==> src/rtl/mem_port_arbiter.sv <==
// mem_port_arbiter
// Shares one single-ported memory between the fetch port (i_*) and the
// load/store port (d_*). One memory transaction is outstanding at a time.
// Data wins over fetch, except that a fetch request pending through
// MAX_D_STREAK back-to-back data grants is served next.
//
// Ports
//   clk, rst                  clock, synchronous active-high reset
//   i_req/i_addr/i_kill       fetch request, address, branch flush
//   i_done/i_rdata            fetch completion pulse and data
//   d_req/d_we/d_addr/d_wdata data request (load or store)
//   d_done/d_rdata            data completion pulse and load data
//   d_ready                   pipeline stall qualifier (0 = stall MEM stage)
//   m_req/m_we/m_addr/m_wdata memory request side (address/data registered)
//   m_ack/m_rdata             memory completion pulse and read data
//   err                       sticky watchdog error
//
// Optional feature: define MEM_ARB_TIMEOUT_EN to enable a watchdog that
// ends a BUSY state after TIMEOUT_CYCLES cycles without m_ack.
module mem_port_arbiter #(
  parameter int ADDR_W         = 32,
  parameter int MAX_D_STREAK   = 4,
  parameter int TIMEOUT_CYCLES = 1024
) (
  input  logic              clk,
  input  logic              rst,
  input  logic              i_req,
  input  logic [ADDR_W-1:0] i_addr,
  input  logic              i_kill,
  output logic              i_done,
  output logic [31:0]       i_rdata,
  input  logic              d_req,
  input  logic              d_we,
  input  logic [ADDR_W-1:0] d_addr,
  input  logic [31:0]       d_wdata,
  output logic              d_done,
  output logic [31:0]       d_rdata,
  output logic              d_ready,
  output logic              m_req,
  output logic              m_we,
  output logic [ADDR_W-1:0] m_addr,
  output logic [31:0]       m_wdata,
  input  logic              m_ack,
  input  logic [31:0]       m_rdata,
  output logic              err
);

  typedef enum logic [1:0] {IDLE, BUSY_I, BUSY_D} state_t;

  localparam logic [3:0] STREAK_MAX = 4'(MAX_D_STREAK);

  state_t     state;
  logic [3:0] d_streak;
  logic       kill_flag;
  logic       busy, grant_d, grant_i, timeout, finish;

  // Fetch is forced only once data has won STREAK_MAX grants in a row
  // while the fetch request was waiting.
  assign grant_d = (state == IDLE) && d_req && !(i_req && d_streak == STREAK_MAX);
  assign grant_i = (state == IDLE) && !grant_d && i_req;
  assign busy    = (state != IDLE);
  assign finish  = busy && (m_ack || timeout);

  assign m_req   = busy;
  // A kill arriving in the completion cycle itself also discards the result.
  assign i_done  = (state == BUSY_I) && finish && !(kill_flag || i_kill);
  assign d_done  = (state == BUSY_D) && finish;
  assign i_rdata = timeout ? 32'h0 : m_rdata;
  assign d_rdata = timeout ? 32'h0 : m_rdata;
  assign d_ready = !d_req || d_done;

  always_ff @(posedge clk) begin
    if (rst) begin
      state     <= IDLE;
      d_streak  <= '0;
      kill_flag <= 1'b0;
      m_we      <= 1'b0;
      m_addr    <= '0;
      m_wdata   <= '0;
    end else begin
      case (state)
        IDLE: begin
          if (grant_d) begin
            state   <= BUSY_D;
            m_we    <= d_we;
            m_addr  <= d_addr;
            m_wdata <= d_wdata;
            if (!i_req)                      d_streak <= '0;
            else if (d_streak != STREAK_MAX) d_streak <= d_streak + 4'd1;
          end else if (grant_i) begin
            state     <= BUSY_I;
            m_we      <= 1'b0;
            m_addr    <= i_addr;
            m_wdata   <= '0;
            d_streak  <= '0;
            kill_flag <= i_kill;
          end
        end
        BUSY_I: begin
          if (finish) begin
            state     <= IDLE;
            kill_flag <= 1'b0;
          end else if (i_kill) begin
            kill_flag <= 1'b1;
          end
        end
        BUSY_D: begin
          if (finish) state <= IDLE;
        end
        default: state <= IDLE;
      endcase
    end
  end

`ifdef MEM_ARB_TIMEOUT_EN
  localparam int CW = $clog2(TIMEOUT_CYCLES + 1);
  logic [CW-1:0] tcnt;

  // tcnt holds the number of ack-less BUSY cycles already elapsed; the
  // cycle that would make it TIMEOUT_CYCLES ends the transaction.
  assign timeout = busy && !m_ack && (tcnt == CW'(TIMEOUT_CYCLES - 1));

  always_ff @(posedge clk) begin
    if (rst) begin
      tcnt <= '0;
      err  <= 1'b0;
    end else begin
      if (!busy || finish) tcnt <= '0;
      else                 tcnt <= tcnt + 1'b1;
      if (timeout) err <= 1'b1;
    end
  end
`else
  assign timeout = 1'b0;
  assign err     = 1'b0;
`endif

endmodule

==> config.mk <==
export PLATFORM = sky130hd
export DESIGN_NAME = mem_port_arbiter
export DESIGN_NICKNAME = d
export VERILOG_FILES = /design/src/rtl/mem_port_arbiter.sv
export SDC_FILE = /design/constraint.sdc
export NUM_CORES = 1
export LEC_CHECK = 0
export ABC_AREA = 1
export CORE_MARGIN = 3
export CORE_UTILIZATION = 38
export DETAILED_ROUTE_END_ITERATION = 7
export PLACE_DENSITY = 0.94
export RECOVER_POWER = 100
export SLEW_MARGIN = 20
export SYNTH_ARGS = -nofsm -noshare
export SYNTH_HDL_FRONTEND = slang
export SYNTH_SLANG_ARGS = --single-unit
==> constraint.sdc <==
create_clock -name clk -period 3.85 [get_ports clk]
set_input_delay 0.385 -clock clk [delete_from_list [all_inputs] [get_ports clk]]
set_output_delay 0.385 -clock clk [all_outputs]
set_load 0.01 [all_outputs]
# == Word level (Yosys, flattened, before mapping) ==
# Index checks and enable logic that the tools add are counted.
# op_classes
div,0
shifts,0
add_sub_neg,1
n_lt_le_gt_ge,0
multipliers,0
eq_ne,10
mux,19
bitwise,0
n_reduce_logical,24
# op_table
operator,n
32-bit 2-to-1 mux,4
4-bit 2-to-1 mux,4
1-bit logical AND,9
1-bit 2-to-1 mux,6
2-bit 2-to-1 mux,3
"3-bit inequality test, second input constant",2
2-bit nonzero test,3
"4-bit by 1-bit adder with 4-bit output, second input constant",1
"4-bit by 3-bit equality test with 1-bit output, second input constant",1
1-bit zero test,4
"2-bit inequality test, second input constant",2
"4-bit by 3-bit inequality test with 1-bit output, second input constant",1
2-bit case mux with 2 select lines,1
2-bit AND reduction,2
4-bit AND reduction,1
"3-bit by 2-bit inequality test with 1-bit output, second input constant",1
3-bit AND reduction,1
"2-bit by 1-bit equality test with 1-bit output, second input constant",1
"2-bit equality test, second input constant",1
2-bit zero test,1
1-bit logical OR,2
"2-bit by 1-bit inequality test with 1-bit output, second input constant",1
1-bit case mux with 2 select lines,1
2-bit OR reduction,1
# totals
word_cells,60
n_memories,0
romBits,0
in_bits,135
latchBits,0
out_inout_bits,134
mem_bits_rw,0
reg_bits,72

# == Depth between registers and ports, before layout ==
# Gate-level depths: netlist of the first run.
# logic_depth
ltp_word,10
depth_mapped,11
ltp_nobuf,10

# == Least setup slack after synthesis of the first run ==
# Ideal clock, no wire load.
# synth_path
path_kind,reg-to-output
start,reg state[0]
end,out d_ready
path_buffers,0
arrival_time_ns,1.157
stages_incl_launch_ff,6
required_ns,3.465
path_slack_ns,2.308
cell_sequence,dfxtp_1 inv_1 ha_1 inv_2 nand2_1 o21ai_0
# synth_via
elab_chain_len,4
elab_cells_between_ends,5
classes_between,eq/ne: 1; reduce/logical: 4
# synth_rtl
item,line,rtl
start: declaration,52,state_t state;
start signal: assignment,74,state <= IDLE;
start signal: assignment,84,state <= BUSY_D;
start signal: assignment,91,state <= BUSY_I;
2-bit nonzero test,61,assign busy = (state != IDLE);
via m_req,39,"output logic m_req,"
1-bit logical AND,62,assign finish = busy && (m_ack || timeout);
1-bit logical AND,67,assign d_done = (state == BUSY_D) && finish;
1-bit logical OR,70,assign d_ready = !d_req || d_done;
end: declaration,38,"output logic d_ready,"
# The timed path passes the listed nets, and every way through them passes these cells.

# == Worst setup path in the final report of the first run ==
# layout_path
start,reg state[0]
end,reg state[0]
# layout_via
elab_chain_len,8
elab_cells_between_ends,16
classes_between,eq/ne: 4; mux: 2; reduce/logical: 10
# layout_rtl
item,line,rtl
2-bit zero test,"59, 60, 81",
1-bit logical AND (2 in series),59,assign grant_d = (state == IDLE) && d_req && !(i_req && d_streak == STREAK_MAX);
1-bit zero test,60,assign grant_i = (state == IDLE) && !grant_d && i_req;
1-bit logical AND (2 in series),60,
3-bit inequality test (no line),--,
2-bit AND reduction (no line),--,
# Several ways; a longest one is shown, not always the timed one.
# A chain may end at the register's enable or synchronous reset.

==> results of run 1 <==
[per-stage QoR]
step	total power [mW]	util [%]
after global placement	2.20	51.9
after global routing	3.01	53.8
after CTS	2.91	54.1
final	2.79	53.8
after detailed placement	2.22	51.9
after floorplan	1.80	-
[final cells by class]
type                    instances  area (sq um)
clock buffers                  10           128
clock inverters                 6          92.6
fillers                       885          4560
inverters                      45           171
multi-input cells             313          1550
flip-flops and latches         72          1440
well taps                     133           166
repair buffers                175          1750
[state kept, by name, indices dropped and copies added, names as in the netlist]
| register | cells |
|---|---|
| kill_flag | 1 |
| m_wdata | 32 |
| state | 2 |
| m_addr | 32 |
| m_we | 1 |
| d_streak | 4 |
[routing by layer]
layer	share of wire [%]	global-route usage (%)	wire (microns)	up-vias
li1	-	-	-	1785
met1	38	19.3	3850	1543
met2	47	29.9	4750	190
met3	13	8.31	1310	13
met4	1.4	5.39	144	0
met5	0	0	0	-
[logic make-up after synthesis]
| family | after synthesis | synth area share, % |
|---|---|---|
| other | 1 | 0.0967 |
| buffers and inverters | 140 | 22.0 |
| xor gates and xnor gates | 1 | 0.226 |
| and+or+nand+nor | 231 | 25.9 |
| AOI/OAI and AO/OA | 75 | 13.0 |
| DFF | 72 | 37.2 |
| adders and majority gates | 5 | 1.61 |
[path summary, 6_finish.rpt]
path,start,endpoint,cells past startpoint
worst max-delay path,state[0],state[0],9
worst min-delay path,m_wdata[21],m_wdata[21],2
worst max register to register,state[0],state[0],9
worst min register to register,m_wdata[21],m_wdata[21],2
[cell usage in the layout, fill, tap and decap left out, types with 2 or more instances in the layout]
cell type                         instances
sky130_fd_sc_hd__nand2_4                  2
sky130_fd_sc_hd__bufinv_16                2
sky130_fd_sc_hd__o21a_1                  32
sky130_fd_sc_hd__nand3b_1                 2
sky130_fd_sc_hd__clkinvlp_4               2
sky130_fd_sc_hd__ha_1                     5
sky130_fd_sc_hd__a21oi_2                  7
sky130_fd_sc_hd__nor2_1                   6
sky130_fd_sc_hd__nand3_1                 70
sky130_fd_sc_hd__a21oi_1                 33
sky130_fd_sc_hd__o21ai_0                  2
sky130_fd_sc_hd__buf_4                    3
sky130_fd_sc_hd__clkdlybuf4s50_1        102
sky130_fd_sc_hd__nand2_1                147
sky130_fd_sc_hd__inv_1                   39
sky130_fd_sc_hd__inv_2                    4
sky130_fd_sc_hd__dlygate4sd3_1           69
sky130_fd_sc_hd__dfxtp_1                 72
sky130_fd_sc_hd__nand2_2                  3
sky130_fd_sc_hd__clkbuf_8                 9
[power breakdown]
| group | internal [mW] | total, mW | switching (mW) |
|---|---|---|---|
| registers | 0.904 | 0.979 | 0.0749 |
| logic | 0.529 | 1.14 | 0.614 |
| clock network | 0.369 | 0.670 | 0.301 |
[critical path: cells and delay by family (launching register included)]
kind	cells	cell delay, ns
flip-flops	1	0.33
AND/OR/NAND/NOR	5	0.80
adder cells (fa/ha/maj)	1	0.28
buffers and inverters	3	1.34
==> results.md, run 1 <==
- The post-CTS resize count is 0.
- Compared with the post-synthesis result, the final layout area differs by 36.9%.
- TritonCTS built the clock tree.
- The max-capacitance violation count is 0.
- The number of primary I/O pins is 269.
- In this run, distinct cell masters in the synthesized netlist total 25.
- The critical path launch point type is a register.
- Once layout is done, the placed cells without fillers occupy 5310 sq um.
- The final worst setup slack is 0.965 ns.
- The initial antenna violation count is 0.
- Ranked by total cell area, the synthesized netlist is headed by sky130_fd_sc_hd__dfxtp_1 (37%), sky130_fd_sc_hd__nand2_1 (14%), sky130_fd_sc_hd__buf_4 (13%), sky130_fd_sc_hd__nand3_1 (9.0%), sky130_fd_sc_hd__o21a_1 (6.2%).
- After detailed routing, the average wire length per cell comes to 13.3 microns.
- The number of hold violations in the final report came to 0.
- Data on the critical path is required at its endpoint by 4.08 ns.
- The top cell type by area accounts for 37.2% of the synthesized area.
- Setup violations remaining at the end of the flow were counted as 0.
- Clock latency on the worst-skew pair, taken at its later pin, is 0.34 ns.
- For flop-to-flop paths, the worst setup slack is 0.96 ns.
- The clock period minus worst slack is 2.89 ns.
- The critical path goes through inv_1, ha_1, nand2_1, inv_1, nand2_4, inv_4, nand2_1, nand2_1, nor2_1.
- The floorplan step defined a die boundary enclosing 11500 sq um.
- The worst hold margin is 0.461 ns.
- The fmax is 0.347 GHz.
- For this run, the detailed router's first-pass iteration total came to 4.
- The class of the tightest hold or removal check is register to register.
- The placeable core region is 9860 sq um.
- Once placement finished, the instance area stood at 5120 sq um.
- IR analysis of the VDD net gives a maximum drop of 0.000239 V.
- The TritonCTS buffer count is 9.
- After routing, the total negative slack on setup checks comes to 0 ns.
- The total congestion overflow is 0.
- The number of warnings reported in the yosys synthesis log is 0.
- The post-synthesis cell area is 3880 sq um.
- The number of DRC violations after detailed routing is 0.
- The synthesized design spends more area on one cell type than any other, namely sky130_fd_sc_hd__dfxtp_1.
- The post-synthesis register bit count is 72.
- Power spread over the standard cell area amounts to 526 nW/um^2.
- The detail route stage leaves a number of antenna-violating nets equal to 0.
- The most frequently used flop master after synthesis is sky130_fd_sc_hd__dfxtp_1.
- For the pin with the worst max-slew slack, the measured transition is 1.14 ns.
- The most frequent cell after synthesis is sky130_fd_sc_hd__nand2_1.
- For this block, the initial DRC count from the detailed router was 273.
- Along the worst path, the maximum fanout reaches 36.
- The number of vias per cell is 4.68.
- The number of H-tree levels is 3.
- The number of global-route vias before repair came to 3436.
- The floorplan die width is 107 microns.
- Setup repair after global routing left no endpoint under its margin.
- The most used cell along the critical path is sky130_fd_sc_hd__nand2_1.
- The first global-routing pass estimated 16.3 mm of wire.
- The post-route netlist has 5.96% of its cells at a drive strength greater than 1.
- The clock slew at the register clock pins of the worst setup and hold paths is 0.08 ns.
- Entering global routing, the biggest net connects 38 pins.
- The initial utilization of the core area, before any placement, comes to 39.3%.
- Before CTS, the worst setup slack after placement is 1.11 ns.
- Sorting the synthesized cells by how often they occur yields sky130_fd_sc_hd__nand2_1 (140), sky130_fd_sc_hd__dfxtp_1 (72), sky130_fd_sc_hd__nand3_1 (70).
- The worst-path cell with the longest stage delay is sky130_fd_sc_hd__inv_1.
- The largest stage delay on the critical path is 0.82 ns.
- At the end of routability-driven placement, the weighted congestion stood at 0.762.
- The synthesized design contains 0 enable-type register cells.
- The root buffer cell is sky130_fd_sc_hd__clkbuf_8.
- The run finished with clean final reports.
- The detailed-placement wirelength estimate is 7.08 mm.
- The placed instance count is 738.
- Hold repair after CTS inserted 0 buffers.
- Dividing the final minimum period by the clock period gives 74.9%.
- The standard-cell row count is 36.
- The synthesized area per cell is 7.39 sq um.
- The nature of the critical path endpoint is a register.
- In the final design database the tool counted 756 nets.
- The maximum clock insertion buffer count is 2.
- The combined global-route utilization of all metal layers is 17.5%.
- Once layout is complete, the cells apart from fillers number 754.
- The routed design has 10.1 mm of wire.
- The number of pins with negative max-slew slack in the final report was 0.
- The die extent in y is 107 microns.
- The detailed router placed 3531 vias in this run.
- The sink count of the clock tree is 72.
- The synthesized net count is 665.
- The data arrival time of the worst path is 3.12 ns.
- On the final layout, the worst clock skew is 0.00828 ns.
- The number of standard cells after synthesis is 525.
- The buffers inserted during post-CTS setup optimization is 0.
- The worst pin sits at a relative slew slack of 23.7%.
- The sequential share of the synthesized area is 37.2%.
- The number of antenna diodes in the final layout is 0.
- The proportion of register bits with asynchronous set or reset after synthesis is 0%.
- The count of input and output buffers is 171.
- The leakage power summed over all cells is 2.45 nW.
- By startpoint and endpoint, the worst setup path is classified as register to register.
No activity file was read; power rests on OpenSTA's default activity.
==> run 2: changes to the inputs <==
Settings changed: CORE_UTILIZATION 38 to 36, PLACE_DENSITY 0.94 to 0.9.
Clock period 3.85 ns to 2.9 ns, I/O delays scaled along.
==> results.md, run 2 (synthesis gave the netlist of run 1 again) <==
- The sink count of the clock tree is 72 (unchanged).
- The floorplan die width was 110 microns (+2.6%).
- The number of H-tree levels was 3 (unchanged).
- The last weighted congestion value of the routability-driven placer came to 0.733 (-3.8%).
- The data arrival time of the worst path is 2.06 ns (-1.06 ns).
- The detailed-placement wirelength estimate is 7.30 mm (+3.1%).
- The combined global-route utilization of all metal layers is 16.4% (-1.2 points).
- The antenna diode count was 0 (unchanged).
- The class of the tightest hold or removal check is input pin to register.
- The critical path in this run is classified as register to output pin.
- The max-capacitance violation count is 0 (unchanged).
- The post-CTS resize count is 0 (unchanged).
- The kind of cell adding the most delay to the critical path is buffers and inverters.
- The worst clock skew is 0.0135 ns (+0.00518 ns).
- In the layout the commonest cells are sky130_fd_sc_hd__nand2_1 (143), sky130_fd_sc_hd__clkdlybuf4s50_1 (101), sky130_fd_sc_hd__dfxtp_1 (72).
- In the finished design, the share of the clock period the worst path needs comes to 80.9%.
- The areal power density over the cells is 696 nW/um^2 (+32%).
- The largest voltage drop on the vdd net is 0.000362 V (+52%).
- The final standard cell utilization of the core is 51.1% (-2.8 points).
- The count of input and output buffers is 171 (unchanged).
- The total number of nets in the final design was 758 (+0.26%).
- The total congestion overflow is 0 (unchanged).
- The design area is 5320 sq um (+0.19%).
- The number of global-route vias before repair is 3308 (-3.7%).
- Timing would allow up to 0.426 GHz.
- Traced cell by cell, the critical path runs through inv_1, ha_1, inv_2, nand2_1, o21ai_0, dlygate4sd3_1.
- The quantity of hold-fixing buffers added after cts is 0 (unchanged).
- The TritonCTS buffer count is 9 (unchanged).
- The slowest stage of the critical path belongs to the cell sky130_fd_sc_hd__dlygate4sd3_1.
- The measured slew at the worst slew-check pin is 0.718 ns (-0.425 ns).
- The number of vias per cell is 4.60 (-1.7%).
- The tree is rooted in a sky130_fd_sc_hd__clkbuf_8.
- The largest net degree at the start of global routing was 65 (+71%).
- The standard-cell row count was 37 (+2.8%).
- The relative max-transition margin is 52.1% (+28 points).
- The share of cells above drive strength 1 is 6.90% (+0.94 points).
- The total number of vias came to 3493 (-1.1%).
- The highest net fanout along the worst path is 5 (-86%).
- The run finished with clean final reports.
- The number of pins with negative max-slew slack in the final report is 0 (unchanged).
- The leakage power summed over all cells is 2.46 nW (+0.68%).
- The setup-violating endpoint count in the final report is 0 (unchanged).
- The required time at the endpoint of the critical path is 2.61 ns (-1.47 ns).
- The number of hold violations in the final report was 0 (unchanged).
- The total wirelength of the detailed-routed design is 10.2 mm (+1.5%).
- The post-detailed-route count of antenna-violating nets came to 0 (unchanged).
- The synthesis-to-finish area growth is 37.1%.
- The buffers inserted during post-CTS setup optimization was 0 (unchanged).
- The later-pin clock latency in the skew report is 0.34 ns (about the same).
- The largest registers in the layout are m_addr x32, m_wdata x32, d_streak x4.
- The area of the die was 12100 sq um (+5.2%).
- The worst path needs 2.35 ns of the cycle, external delays included.
- The maximum clock insertion buffer count is 2 (unchanged).
- The number of primary I/O pins is 269 (unchanged).
- The number of DRC markers after the initial detailed-route iteration was 249 (-8.8%).
- The initial core utilization is 37.2% (-2.1 points).
- The placeable core region is 10400 sq um (+5.6%).
- The initial antenna violation count came to 0 (unchanged).
- The placement-stage cell area is 5130 sq um (+0.27%).
- The largest stage delay on the critical path was 0.63 ns (-0.19 ns).
- The number of DRC violations after detailed routing was 0 (unchanged).
- TritonCTS built the clock tree.
- The first-pass iteration count of the detailed router is 4 (unchanged).
- The post-route total power is 3.70 mW (+33%).
- The nature of the critical path endpoint is an output pin.
- The routed length per instance is 13.5 microns (+0.87%).
- The clock slew at the register clock pins of the worst setup and hold paths is 0.08 ns (about the same).
- Setup repair after global routing left no endpoint under its margin.
- The worst setup path is launched from a register.
- The total negative slack came to 0 ns (unchanged).
- The die extent in y is 110 microns (+2.6%).
- The global-route wire length before repair is 15.6 mm (-4.0%).
- The most common library cell in the layout ignoring fill and taps is sky130_fd_sc_hd__nand2_1.
- The sum of buffers and inverters on the critical path was 3 (unchanged).
-- run 2: power breakdown --
group,internal (mW),switching (mW)
Combinational,0.704,0.817
Sequential,1.20,0.0993
Clock,0.486,0.396
-- run 2: path summary, 6_finish.rpt --
kind | from | end | slack (ns) | depth (start not counted)
worst max-delay path | state[0] | d_ready | 0.55 | 6
worst min-delay path | rst | state[0] | 0.45 | 4
worst max register to register | state[0] | state[0] | 0.83 | 9
worst min register to register | m_wdata[5] | m_wdata[5] | 0.46 | 2
-- run 2: worst min-delay path: stages --
cell and delay [ns]:
sky130_fd_sc_hd__buf_2 0.10, sky130_fd_sc_hd__clkinv_1 0.18, sky130_fd_sc_hd__nand2_1 0.08, sky130_fd_sc_hd__nor2_1 0.10
-- run 2: final cells by class --
cell class,count,area [sq um]
clock buffer,9,124
tap,136,170
timing repair buffer,177,1760
clock inverter,7,95.1
multi-input combinational,313,1560
fill,1017,5100
sequential,72,1440
inverter,45,169
-- run 2: per-stage QoR --
step,hold slack [ns],cells,setup WS [ns]
floorplan,0.426,525,1.45
global placement,0.451,743,0.741
detailed placement,0.456,743,0.720
CTS,0.460,759,0.571
global route,0.482,759,0.379
finish,0.453,759,0.555
-- run 2: per-layer routing --
layer / track usage, % / vias to the layer above / wire length (microns) / part of all wire, %
met5: 0 / - / 0 / 0
met4: 5.16 / 0 / 174 / 1.7
met3: 7.81 / 24 / 1260 / 12
met2: 27.8 / 172 / 4700 / 46
met1: 18.0 / 1506 / 4080 / 40
li1: - / 1791 / - / -
==> run 3: changes to the inputs <==
Settings changed: CORE_UTILIZATION 36 to 32, PLACE_DENSITY 0.9 to 0.85.
Clock period 2.9 ns to 2.1 ns, I/O delays scaled along.
==> results.md, run 3 (synthesis gave the netlist of run 1 again) <==
- The total wirelength of the detailed-routed design came to 10.4 mm (+1.5%).
- The later-pin clock latency in the skew report is 0.32 ns (-0.02 ns).
- The worst clock skew is 0.00724 ns (-0.00623 ns).
- The post-detailed-route count of antenna-violating nets came to 0 (unchanged).
- The first-pass iteration count of the detailed router is 4 (unchanged).
- The number of DRC violations after detailed routing is 0 (unchanged).
- The root buffer cell is sky130_fd_sc_hd__clkbuf_16.
- The largest net degree at the start of global routing came to 68 (+4.6%).
- The number of primary I/O pins was 269 (unchanged).
- The areal power density over the cells is 1010 nW/um^2 (+45%).
- The number of pins with negative max-slew slack in the final report is 0 (unchanged).
- The largest stage delay on the critical path came to 0.35 ns (-0.28 ns).
- The reg-to-reg critical path startpoint is state[1].
- The worst hold path terminates at d_rdata[8].
- The largest voltage drop on the vdd net is 0.000495 V (+37%).
- The combined global-route utilization of all metal layers is 15.0% (-1.4 points).
- The total number of nets in the final design is 759 (+0.13%).
- The standard-cell row count is 39 (+5.4%).
- The global-route wire length before repair was 15.9 mm (+1.6%).
- The sum of buffers and inverters on the critical path came to 3 (unchanged).
- STA classifies the critical path endpoint as an output pin.
- The depth of the most critical reg-to-reg path is 9 (unchanged).
- The count of input and output buffers is 171 (unchanged).
- The category of the critical setup timing path is register to output pin.
- The measured slew at the worst slew-check pin came to 0.659 ns (-0.0589 ns).
- The routed length per instance is 13.5 microns (+0.62%).
- The TritonCTS buffer count was 9 (unchanged).
- The detailed-placement wirelength estimate was 7.28 mm (-0.37%).
- The last weighted congestion value of the routability-driven placer was 0.720 (-1.8%).
- The final worst setup slack came to 0.183 ns (-0.372 ns).
- The required time at the endpoint of the critical path was 1.89 ns (-0.72 ns).
- The total negative slack came to 0 ns (unchanged).
- The sink count of the clock tree is 72 (unchanged).
- The slowest stage of the critical path is the sky130_fd_sc_hd__dfxtp_1 cell.
- The number of DRC markers after the initial detailed-route iteration is 213 (-14%).
- The fmax is 0.522 GHz.
- The data arrival time of the worst path is 1.71 ns (-0.35 ns).
- The maximum clock insertion buffer count is 2 (unchanged).
- The number of vias per cell was 4.63 (+0.70%).
- The leakage power summed over all cells is 2.52 nW (+2.2%).
- The total congestion overflow is 0 (unchanged).
- The highest net fanout along the worst path is 5 (unchanged).
- TritonCTS built the clock tree.
- In the final layout, the registers with the most flip-flops are m_addr x32, m_wdata x32, d_streak x4.
- The critical path launch point type is a register.
- The number of H-tree levels came to 3 (unchanged).
- The worst min-delay path startpoint is m_rdata[8].
- The setup slack at placement is 0.224 ns (-0.496 ns).
- The number of stages on the worst setup path is 6 (unchanged).
- The relative max-transition margin came to 56.0% (+3.9 points).
- The worst hold path depth came to 0 (-4).
- The reg-to-reg endpoint is state[0].
- Walking the worst path, the cells encountered are inv_1, ha_1, inv_2, nand2_1, o21ai_1, dlygate4sd2_1.
- The setup slack on the worst flop-to-flop path came to 0.25 ns (-0.58 ns).
- The share of cells above drive strength 1 came to 6.58% (-0.32 points).
- Relative to the synthesized area, the layout overhead comes to 39.8%.
- The kind of cell adding the most delay to the critical path is buffers and inverters.
- Setup repair after global routing left no endpoint under its margin.
- The area of the die came to 13500 sq um (+12%).
- The max-capacitance violation count was 0 (unchanged).
- The initial core utilization was 33.4% (-3.8 points).
- The number of global-route vias before repair was 3255 (-1.6%).
- The number of fillers in the final layout is 1159 (+14%).
- The clock slew at the register clock pins of the worst setup and hold paths was 0.06 ns (-0.02 ns).
- The setup-violating endpoint count in the final report was 0 (unchanged).
- The initial antenna violation count is 0 (unchanged).
- The combinational fraction of design power is 39.2% (-1.9 points).
- The most common library cell in the layout ignoring fill and taps is sky130_fd_sc_hd__nand2_1.
- The area occupied by registers is 1440 sq um (unchanged).
- The share of the clock period used by the worst path after layout is 91.3%.
- The flow ran to the end, and the final reports show no timing, DRC or antenna violations.
- The clock period minus worst slack is 1.92 ns.
- The quantity of hold-fixing buffers added after cts is 0 (unchanged).
- The worst hold path belongs to the class input pin to output pin.
- The switching part of the total is 34.2% (-1.3 points).
- The design area came to 5420 sq um (+1.9%).
- The number of hold violations in the final report is 0 (unchanged).
- The placeable core region is 11600 sq um (+11%).
- The total number of vias is 3550 (+1.6%).
- In the layout the commonest cells are sky130_fd_sc_hd__nand2_1 (143), sky130_fd_sc_hd__clkdlybuf4s50_1 (102), sky130_fd_sc_hd__dfxtp_1 (72).
- The net switching power of the design is 1.86 mW (+42%).
- The clock group share of total power is 27.9% (+4.1 points).
- The sequential share of power is 32.9% (-2.2 points).
- The antenna diode count is 0 (unchanged).
- The placement-stage cell area is 5170 sq um (+0.80%).
- The buffers inserted during post-CTS setup optimization is 0 (unchanged).
- The internal power is 3.59 mW (+50%).
- The area used by multi-input combinational logic is 1550 sq um (-0.24%).
- The floorplan die width was 116 microns (+5.7%).
- The die extent in y was 116 microns (+5.7%).
run 3: timing repair:
item | CTS | global route
resized for setup | 3 | 1
setup endpoints to repair | 3 | 1
hold endpoints to repair | 0 | 0
pin swaps | 0 | 0
run 3: metal layers:
layer,global-route usage (%),share of wire [%]
met1,16.2,39
met2,25.1,47
met3,6.84,11
met4,6.73,3.3
met5,0,0
run 3: final cells by class:
type	count	share of cell area, %
clock buffer	10	4.41
sequential	72	26.6
inverter	45	3.12
clock inverter	5	1.06
multi-input combinational	313	28.7
timing repair buffer	178	32.9
tap	143	3.30
run 3: worst reg2reg max path, delay by kind of cell, from the launching register on:
family	cells	cell delay (ns)
AND/OR/NAND/NOR	5	0.46
buffers and inverters	3	0.71
flip-flops	1	0.33
adder cells (fa/ha/maj)	1	0.26
run 3: power by group through the flow:
stage / Clock (mW) / Combinational (mW) / Sequential [mW]
floorplan: 0 / 1.34 / 1.96
global placement: 0 / 2.28 / 1.82
finish: 1.52 / 2.14 / 1.79
CTS: 1.58 / 2.31 / 1.81
global route: 1.64 / 2.38 / 1.83
detailed placement: 0 / 2.30 / 1.84
run 3: worst max path at each step:
stage                     startpoint        to  slack (ns)
after detailed placement    state[0]   d_ready        0.22
after floorplan             state[0]   d_ready        0.73
after global routing        state[0]  state[0]        0.02
after global placement         i_req  state[0]        0.23
final                       state[0]   d_ready        0.18
after CTS                   state[0]   d_ready        0.14
run 3: metrics by stage:
stage / hold slack [ns] / total power, mW / utilization (%) / instances
4_1_cts: 0.420 / 5.70 / 47.0 / 766
6_report: 0.420 / 5.45 / 46.7 / 766
2_1_floorplan: 0.346 / 3.30 / - / 525
3_3_place_gp: 0.420 / 4.11 / 44.5 / 751
3_5_place_dp: 0.420 / 4.14 / 44.5 / 751
5_1_grt: 0.420 / 5.85 / 46.7 / 766
